**config.mk**
```make
export PLATFORM = sky130hd
export DESIGN_NAME = tod_counter_multi
export DESIGN_NICKNAME = d
export VERILOG_FILES = /design/src/rtl/tod_pkg.sv /design/src/rtl/tod_sec2bcd.sv /design/src/rtl/tod_counter_multi.sv
export SDC_FILE = /design/constraint.sdc
export NUM_CORES = 1
export LEC_CHECK = 0
export ABC_AREA = 1
export CORE_MARGIN = 2
export CORE_UTILIZATION = 50
export CTS_CLUSTER_SIZE = 10
export DETAILED_ROUTE_END_ITERATION = 6
export HOLD_SLACK_MARGIN = 0.05
export PLACE_DENSITY_LB_ADDON = 0.15
export SYNTH_ARGS = -nofsm -noshare
export SYNTH_HDL_FRONTEND = slang
export SYNTH_HIERARCHICAL = 1
export SYNTH_SLANG_ARGS = --single-unit
```
**constraint.sdc**
```tcl
create_clock -name clk -period 13.34 [get_ports clk]
set_clock_uncertainty 0.15 [all_clocks]
set_input_delay 2.668 -clock clk [delete_from_list [all_inputs] [get_ports clk]]
set_output_delay 2.668 -clock clk [all_outputs]
set_load 0.02 [all_outputs]
```
**src/rtl/tod_pkg.sv**
```systemverilog
// Shared types for the time-of-day counter: defaults, BCD digit, alarm channel record.
package tod_pkg;

   localparam int unsigned SEC_PER_DAY_DEF = 86400;
   localparam int unsigned ALM_SEC_W       = 32;

   typedef logic [3:0] bcd_digit_t;

   typedef struct packed {
      logic [ALM_SEC_W-1:0] sec;
      logic                 arm;
   } alm_chan_t;

   // Two-digit BCD of a value 0..99.
   function automatic logic [7:0] to_bcd2(input logic [6:0] v);
      bcd_digit_t tens;
      bcd_digit_t ones;
      tens = 4'(v / 7'd10);
      ones = 4'(v % 7'd10);
      return {tens, ones};
   endfunction

endpackage

```
**src/rtl/tod_sec2bcd.sv**
```systemverilog
// Seconds-of-day to BCD hhmmss, two register stages (split, then BCD encode).
module tod_sec2bcd
   import tod_pkg::*;
#(
   parameter int unsigned CNT_W = 17
) (
   input  logic             clk,
   input  logic             rst,
   input  logic [CNT_W-1:0] sec_in,
   output logic [23:0]      bcd
);

   logic [31:0] s32;
   logic [6:0]  hh_q;
   logic [5:0]  mm_q;
   logic [5:0]  ss_q;

   assign s32 = 32'(sec_in);

   // Stage 1 splits into binary hours/minutes/seconds; stage 2 encodes BCD.
   always_ff @(posedge clk) begin
      if (rst) begin
         hh_q <= '0;
         mm_q <= '0;
         ss_q <= '0;
         bcd  <= '0;
      end else begin
         hh_q <= 7'((s32 / 32'd3600) % 32'd100);
         mm_q <= 6'((s32 % 32'd3600) / 32'd60);
         ss_q <= 6'(s32 % 32'd60);
         bcd  <= {to_bcd2(hh_q), to_bcd2({1'b0, mm_q}), to_bcd2({1'b0, ss_q})};
      end
   end

endmodule

```
**src/rtl/tod_counter_multi.sv**
```systemverilog
// Time-of-day counter with prescaler, signed adjust preview, load and N alarm channels.
// Optional snooze countdown per channel when TOD_SNOOZE_EN is defined.
module tod_counter_multi
   import tod_pkg::*;
#(
   parameter int unsigned TICK_DIV    = 50_000_000,
   parameter int unsigned SEC_PER_DAY = SEC_PER_DAY_DEF,
   parameter int unsigned CNT_W       = 17,
   parameter int unsigned OFS_W       = 18,
   parameter int unsigned N_ALM       = 4,
   parameter bit          WRAP_ADJ    = 1'b1,
   parameter int unsigned SNOOZE_SEC  = 300
) (
   input  logic             clk,
   input  logic             rst,
   input  logic             run,
   input  logic             load_valid,
   input  logic [CNT_W-1:0] load_sec,
   input  logic [OFS_W-1:0] adj_offset,
   input  logic             adj_commit,
   input  logic             alm_wr_en,
   input  logic [2:0]       alm_wr_idx,
   input  logic [CNT_W-1:0] alm_wr_sec,
   input  logic             alm_wr_arm,
   input  logic [N_ALM-1:0] alm_ack,
   input  logic [N_ALM-1:0] alm_snooze,
   output logic [CNT_W-1:0] sec_cnt,
   output logic [CNT_W-1:0] preview_sec,
   output logic [23:0]      time_bcd,
   output logic             tick,
   output logic             day_wrap,
   output logic [N_ALM-1:0] alm_hit
);

   localparam int unsigned PRE_W = (TICK_DIV > 1) ? $clog2(TICK_DIV) : 1;
   localparam int unsigned SUM_W = CNT_W + OFS_W + 1;
   localparam logic [PRE_W-1:0] PRE_LAST = PRE_W'(TICK_DIV - 1);
   localparam logic [CNT_W-1:0] CNT_LAST = CNT_W'(SEC_PER_DAY - 1);
   localparam logic [CNT_W:0]   CNT_LIM  = (CNT_W+1)'(SEC_PER_DAY);
   localparam logic signed [SUM_W-1:0] SPD_S = SUM_W'(SEC_PER_DAY);

   logic [PRE_W-1:0]        presc_q, presc_nxt;
   logic [CNT_W-1:0]        cnt_nxt, prev_nxt;
   logic                    inc, upd, evt_q;
   logic signed [SUM_W-1:0] sum;
   alm_chan_t               chan_q   [N_ALM];
   alm_chan_t               chan_nxt [N_ALM];
   logic [N_ALM-1:0]        hit_nxt;

   // Next count/prescaler: load beats commit beats tick increment.
   always_comb begin
      cnt_nxt   = sec_cnt;
      presc_nxt = presc_q;
      inc       = 1'b0;
      upd       = 1'b0;
      if (load_valid && ({1'b0, load_sec} < CNT_LIM)) begin
         cnt_nxt   = load_sec;
         presc_nxt = '0;
         upd       = 1'b1;
      end else if (adj_commit) begin
         cnt_nxt   = preview_sec;
         presc_nxt = '0;
         upd       = 1'b1;
      end else if (!run) begin
         presc_nxt = '0;
      end else if (presc_q == PRE_LAST) begin
         presc_nxt = '0;
         inc       = 1'b1;
         upd       = 1'b1;
         cnt_nxt   = (sec_cnt == CNT_LAST) ? '0 : sec_cnt + 1'b1;
      end else begin
         presc_nxt = presc_q + 1'b1;
      end
   end

   // Preview: signed sum, then wrap modulo day or clamp into range.
   always_comb begin
      sum = $signed({{(OFS_W+1){1'b0}}, sec_cnt})
          + $signed({{(CNT_W+1){adj_offset[OFS_W-1]}}, adj_offset});
      prev_nxt = CNT_W'(sum);
      if (sum[SUM_W-1]) begin
         prev_nxt = WRAP_ADJ ? CNT_W'(sum + SPD_S) : '0;
      end else if (sum >= SPD_S) begin
         prev_nxt = WRAP_ADJ ? CNT_W'(sum - SPD_S) : CNT_LAST;
      end
   end

   // Count, prescaler, preview and strobe registers.
   always_ff @(posedge clk) begin
      if (rst) begin
         sec_cnt     <= '0;
         presc_q     <= '0;
         preview_sec <= '0;
         tick        <= 1'b0;
         day_wrap    <= 1'b0;
         evt_q       <= 1'b0;
      end else begin
         sec_cnt     <= cnt_nxt;
         presc_q     <= presc_nxt;
         preview_sec <= prev_nxt;
         tick        <= inc;
         day_wrap    <= inc && (sec_cnt == CNT_LAST);
         evt_q       <= upd;
      end
   end

`ifdef TOD_SNOOZE_EN
   localparam int unsigned SNZ_W = $clog2(SNOOZE_SEC + 1);
   logic [SNZ_W-1:0] snz_cnt_q   [N_ALM];
   logic [SNZ_W-1:0] snz_cnt_nxt [N_ALM];
   logic [N_ALM-1:0] snz_act_q, snz_act_nxt;
`else
   logic unused_snooze;
   assign unused_snooze = ^alm_snooze;
`endif

   // Alarm channels: match on count update sets hit; ack clears unless rematch; write clears.
   always_comb begin
      chan_nxt = chan_q;
      hit_nxt  = alm_hit;
`ifdef TOD_SNOOZE_EN
      snz_cnt_nxt = snz_cnt_q;
      snz_act_nxt = snz_act_q;
`endif
      for (int unsigned i = 0; i < N_ALM; i++) begin
         logic match;
         match = evt_q && chan_q[i].arm && (chan_q[i].sec == ALM_SEC_W'(sec_cnt));
         hit_nxt[i] = (alm_hit[i] & ~alm_ack[i]) | match;
`ifdef TOD_SNOOZE_EN
         if (alm_snooze[i] && alm_hit[i]) begin
            hit_nxt[i]     = 1'b0;
            snz_act_nxt[i] = 1'b1;
            snz_cnt_nxt[i] = SNZ_W'(SNOOZE_SEC);
         end else if (alm_ack[i]) begin
            snz_act_nxt[i] = 1'b0;
         end else if (snz_act_q[i] && inc) begin
            if (snz_cnt_q[i] <= SNZ_W'(1)) begin
               hit_nxt[i]     = 1'b1;
               snz_act_nxt[i] = 1'b0;
            end else begin
               snz_cnt_nxt[i] = snz_cnt_q[i] - 1'b1;
            end
         end
`endif
         if (alm_wr_en && (32'(alm_wr_idx) == i)) begin
            chan_nxt[i].sec = ALM_SEC_W'(alm_wr_sec);
            chan_nxt[i].arm = alm_wr_arm;
            hit_nxt[i]      = 1'b0;
`ifdef TOD_SNOOZE_EN
            snz_act_nxt[i]  = 1'b0;
`endif
         end
      end
   end

   // Alarm state registers.
   always_ff @(posedge clk) begin
      if (rst) begin
         alm_hit <= '0;
         for (int unsigned i = 0; i < N_ALM; i++) chan_q[i] <= '0;
      end else begin
         alm_hit <= hit_nxt;
         chan_q  <= chan_nxt;
      end
   end

`ifdef TOD_SNOOZE_EN
   // Snooze countdown registers.
   always_ff @(posedge clk) begin
      if (rst) begin
         snz_act_q <= '0;
         for (int unsigned i = 0; i < N_ALM; i++) snz_cnt_q[i] <= '0;
      end else begin
         snz_act_q <= snz_act_nxt;
         snz_cnt_q <= snz_cnt_nxt;
      end
   end
`endif

   tod_sec2bcd #(.CNT_W(CNT_W)) u_bcd (
      .clk    (clk),
      .rst    (rst),
      .sec_in (preview_sec),
      .bcd    (time_bcd)
   );

endmodule

```
## After elaboration in Yosys (flattened, before gate mapping)

Cells that the tools add are included.

| word-level totals | value |
|---|---|
| bits in latches | 0 |
| memory bits (read-only) | 0 |
| input bits | 70 |
| register bits | 182 |
| word-level logic and storage cells | 98 |
| memories kept | 0 |
| bits in writable memories | 0 |
| output and inout port bits | 64 |

| operators by class | value |
|---|---|
| bitwise logic cells | 13 |
| divide/modulo/power cells | 11 |
| shift-type cells | 0 |
| reduce and logical (&&, ||, !) cells | 23 |
| $mul | 0 |
| magnitude comparators | 2 |
| multiplexer cells | 13 |
| $add $sub $neg | 5 |
| equal/unequal tests | 9 |

Operators with widths:

| operator | number |
|---|---|
| two-way mux 17 bit | 7 |
| equality test 17 bit | 4 |
| divider 17 x 12 -> 32 bit, second input constant | 1 |
| divider 32 x 6 -> 32 bit, second input constant | 1 |
| modulo 17 x 12 -> 32 bit, second input constant | 1 |
| modulo 17 x 6 -> 32 bit, second input constant | 1 |
| modulo 32 x 7 -> 32 bit, second input constant | 1 |
| adder 26 x 1 -> 26 bit, second input constant | 1 |
| equality test 26 bit, second input constant | 1 |
| adder 18 x 18 -> 19 bit | 1 |
| greater-or-equal comparator 19 x 18 -> 1 bit, second input constant | 1 |
| adder 17 x 1 -> 17 bit, second input constant | 1 |
| adder 17 bit, second input constant | 1 |
| equality test 17 bit, second input constant | 1 |
| < comparator 17 bit, second input constant | 1 |
| subtractor 17 bit, second input constant | 1 |
| divider 6 x 4 -> 7 bit, second input constant | 2 |
| logical AND 1 bit | 14 |
| modulo 6 x 4 -> 7 bit, second input constant | 2 |
| OR reduction 2 bit | 4 |
| divider 7 x 4 -> 7 bit, second input constant | 1 |
| modulo 7 x 4 -> 7 bit, second input constant | 1 |
| equality test 3 x 2 -> 1 bit, second input constant | 2 |
| two-way mux 1 bit | 6 |
| other kinds (8) | 19 |

## Logic depth before layout (Yosys ltp)

| depth | value |
|---|---|
| depth after elaboration | 6 |
| depth in mapped cells | 62 |
| depth with buffers taken out | 62 |

## Hierarchy

Netlist, hierarchy kept.

Modules (own cells, without submodules):

| module | seq. area each (sq um) | instances | area an instance (sq um) | cells each |
|---|---|---|---|---|
| tod_counter_multi | 2782.7 | 1 | 8046.5 | 1226 |
| tod_sec2bcd | 780.7 | 1 | 4694.5 | 839 |

## Worst setup path after synthesis

OpenSTA, ideal clock, no wires.

| path | value |
|---|---|
| path kind | register to register |
| start | register preview_sec[16] |
| end | register u_bcd.ss_q[5] |
| required time | 13.077 ns |
| arrival time | 5.187 ns |
| path slack | 7.890 ns |
| cell stages (with the launch flop) | 54 |
| path buffers | 0 |
| period minus slack after synthesis | 5.450 ns |
| library setup time | 0.113 ns |
| path through | dfxtp_1 -> nand2_1 -> nor2_4 -> nand2_1 -> nand2_1 -> nand2_1 -> nand2_1 -> nand2_1 -> nor2_2 -> nand3_1 -> nand2_2 -> nand2_1 -> nand2_2 -> inv_2 -> nand3_2 -> nand2_2 -> nand2_2 -> nand4_2 -> [18 not listed] -> o21bai_2 -> nand2_1 -> nand3_2 -> o21bai_1 -> nand2_2 -> nand3_1 -> nor2_1 -> nand2_1 -> nand3_2 -> nand3_2 -> nand2_1 -> nand2_1 -> nand2_1 -> nand2_1 -> nand3_2 -> nand4_2 -> nor2_1 -> nor2_1 |

| between the ends | value |
|---|---|
| word-level cells in the longest chain between the ends | 1 |

Ends and longest elaborated chain:

| element | line | text |
|---|---|---|
| start: declaration | tod_counter_multi.sv:28 | `output logic [CNT_W-1:0] preview_sec,` |
| start signal: assignment | tod_counter_multi.sv:100 | `preview_sec <= prev_nxt;` |
| modulo 17 x 6 -> 32 bit | tod_sec2bcd.sv:30 | `ss_q <= 6'(s32 % 32'd60);` |
| end signal: assignment | tod_sec2bcd.sv:30 |  |
| end: declaration | tod_sec2bcd.sv:16 | `logic [5:0] ss_q;` |

No other way between the ends.
A chain may end at the register's enable or synchronous reset.

## Worst setup path in the final report

| path | value |
|---|---|
| start | register preview_sec[15] |
| end | register u_bcd.ss_q[5] |

Same word-level chain as after synthesis.

==> metrics.txt <==
outcome=completed; setup bufs post-CTS=0; Final Cycle Share=0.495; Final ANT Viol Nets=0; DIE AREA=26,800 um^2; TritonCTS sink count=about 180; clock slew at reported path FFs=~80 ps; pin slew with the least headroom to its limit=1140 ps; post-synth top area share=0.280; Synth area leader=dfxtp_1; ranking of synthesized cells by area=dfxtp_1 28%, nand2_1 14%, inv_1 8.6%; R2R cell count=50; Critical Path Source Type=flip-flop; dominant synthesized flop cell=dfxtp_1; CP endpoint=u_bcd/ss_q[5]$_SDFF_PP0_; Final TNS setup=0 ps; Die W=approximately 160 um; crit path launch=preview_sec[15]$_SDFF_PP0_; WL/cell=approximately 14 um; YS warnings=6; RePlAce Congestion=about 0.89; largest net degree at the start of global routing=a little under 90; first-pass GRT wire length=between 50,000 and 60,000 um; minimum clock period=approximately 6600 ps; # setup viols final=0; RSZ-0062 raised after global routing=false; initial core utilization=0.507; initial antenna violation count=2; DR iter-0 viols=983; Leakage=about 0.0069 uW; Reg-to-Reg Start=preview_sec[15]$_SDFF_PP0_; Synth cell types=57; Pwr Density=roughly 270 nW/um^2; Die Y=roughly 160 um; Clock Latency Late Sink=~430 ps; CP most frequent cell=nand2_1; number of global-route vias before repair=12,200; crit end category=flip-flop; CP Max Fanout=7; Max clock buf depth=2; slowest CP cell=dfxtp_1; Highest Clock Rate=between 0.15 and 0.2 GHz; slew margin rel.=0.237; Buf/Inv on CP=4; Final Hold Fails=0; Util after Layout=0.590; Yosys reg bits=roughly 180; CP top delay family=simple AND/OR/NAND/NOR gates; Largest stage delay, worst path=between 500 and 600 ps; EDFF count, synth=0; WS Path Type=reg -> reg; critical path depth in cells=50; maximum vdd drop=0.362 mV; Critical Path AT=6810 ps; synthesized area=around 13,000 um^2; area of the core=25,100 um^2; clock root buffer master=clkbuf_16; grt total ovfl=0; nets=2,259; Max-Cap Viols=0; hold_buf cts=0; drt via density=roughly 5.3; Vias=between 10,000 and 15,000; Reg-to-Reg End=u_bcd/ss_q[5]$_SDFF_PP0_; Post-Syn Area per Cell=6.17 um^2; CTS tree=yes; CTS H-tree lvls=4; gr usage total=0.270; synth cell count leaders=469 x nand2_1, 291 x inv_1, 282 x nor2_1, 178 x dfxtp_1, 145 x o21ai_0; DRC=0; Worst EP required=13,550 ps; drt pass-1 iters=5; count leader, synth=nand2_1; Area Growth Syn to Fin=16.2%; routed wire length=between 30,000 and 40,000 um; Core Rows=58; HPWL after DPL=27,400 um; reg2reg setup slack=between 6000 and 7000 ps; I/O Pins=~130; layout cells sized above 1=0.0781; Buffers on Ports=126; post-CTS sizing=0; Slew Limit Fails=0; worst hold slack=283 ps; Synth async-reset ratio=0; Mapped Cells=about 2,100; CTS Buf Count=17; hold crit path type=reg -> reg; Seq/Total Area, Yosys=0.280
registers in the layout, indices dropped and copies added, names as in the netlist:
| register | cells |
|---|---|
| chan_q | 72 |
| presc_q | 26 |
| u_bcd/bcd | 21 |
| preview_sec | 17 |
| sec_cnt | 17 |
| u_bcd/hh_q | 6 |
| u_bcd/mm_q | 6 |
| u_bcd/ss_q | 6 |
| alm_hit | 4 |
| day_wrap | 1 |
| evt_q | 1 |
| tick | 1 |
per-stage QoR:
step,power (uW),instances,instance area [um^2],setup slack [ps]
2_1_floorplan,2920,2067,12700,7890
3_3_place_gp,3370,2475,14200,7000
3_5_place_dp,3440,2475,14200,6920
4_1_cts,3940,2507,14800,6850
5_1_grt,4380,2509,14800,5920
6_report,3960,2509,14800,6740
per-layer routing:
layer / up-vias / global-route usage / share of wire
li1: 6865 / - / -
met1: 6040 / 0.340 / 0.44
met2: 365 / 0.466 / 0.47
met3: 59 / 0.0437 / 0.055
met4: 0 / 0.0909 / 0.026
met5: - / 0 / 0
worst min-delay path by stage:
stage	end	slack, ps	from	depth (start not counted)
after detailed placement	u_bcd/bcd[16]$_SDFF_PP0_	270	u_bcd/hh_q[0]$_SDFF_PP0_	2
final	u_bcd/bcd[16]$_SDFF_PP0_	280	u_bcd/hh_q[0]$_SDFF_PP0_	2
after global routing	u_bcd/bcd[16]$_SDFF_PP0_	300	u_bcd/hh_q[0]$_SDFF_PP0_	2
after CTS	u_bcd/bcd[16]$_SDFF_PP0_	280	u_bcd/hh_q[0]$_SDFF_PP0_	2
after global placement	u_bcd/bcd[16]$_SDFF_PP0_	270	u_bcd/hh_q[0]$_SDFF_PP0_	2
after floorplan	u_bcd/bcd[16]$_SDFF_PP0_	250	u_bcd/hh_q[0]$_SDFF_PP0_	2
worst min-delay path, stage by stage, from the launching register on:
cell     delay [ps]
dfxtp_1         320
inv_1            50
nor2_1           30
kinds of logic after synthesis:
family / count (synthesis) / share of synthesized area
AOI/OAI and AO/OA: 355 / 0.156
xor gates and xnor gates: 63 / 0.0433
adders and majority gates: 25 / 0.0251
buffers and inverters: 361 / 0.110
DFF: 178 / 0.280
other: 1 / 0.000294
and+or+nand+nor: 1082 / 0.385
report_power, final:
| part | internal, uW | switching [uW] | total [uW] |
|---|---|---|---|
| Clock | 252 | 244 | 496 |
| Sequential | 601 | 78.1 | 679 |
| Combinational | 933 | 1850 | 2780 |
| Total | 1790 | 2170 | 3960 |
final cells by class:
type | count | area (um^2)
fill | 2476 | 10300
multi-input combinational | 1528 | 7780
sequential | 178 | 3560
timing repair buffer | 130 | 1290
inverter | 309 | 1160
clock buffer | 18 | 429
tap | 330 | 413
clock inverter | 14 | 160
antenna | 2 | 5.00
cells in the final DEF (no fill, tap or decap), types with 16 or more instances in the layout:
cell,n
nor3_1,24
ha_1,24
nor4_1,16
nor2_2,17
clkbuf_16,17
dfxtp_1,178
inv_1,290
nand2_2,53
xnor2_1,17
xor2_1,46
a21oi_1,98
nand4_1,33
clkdlybuf4s50_1,125
o21ai_0,145
o22ai_1,36
o21ai_1,22
nand2_1,469
nor2_1,282
nand3_1,133
No activity file was read; power rests on OpenSTA's default activity.
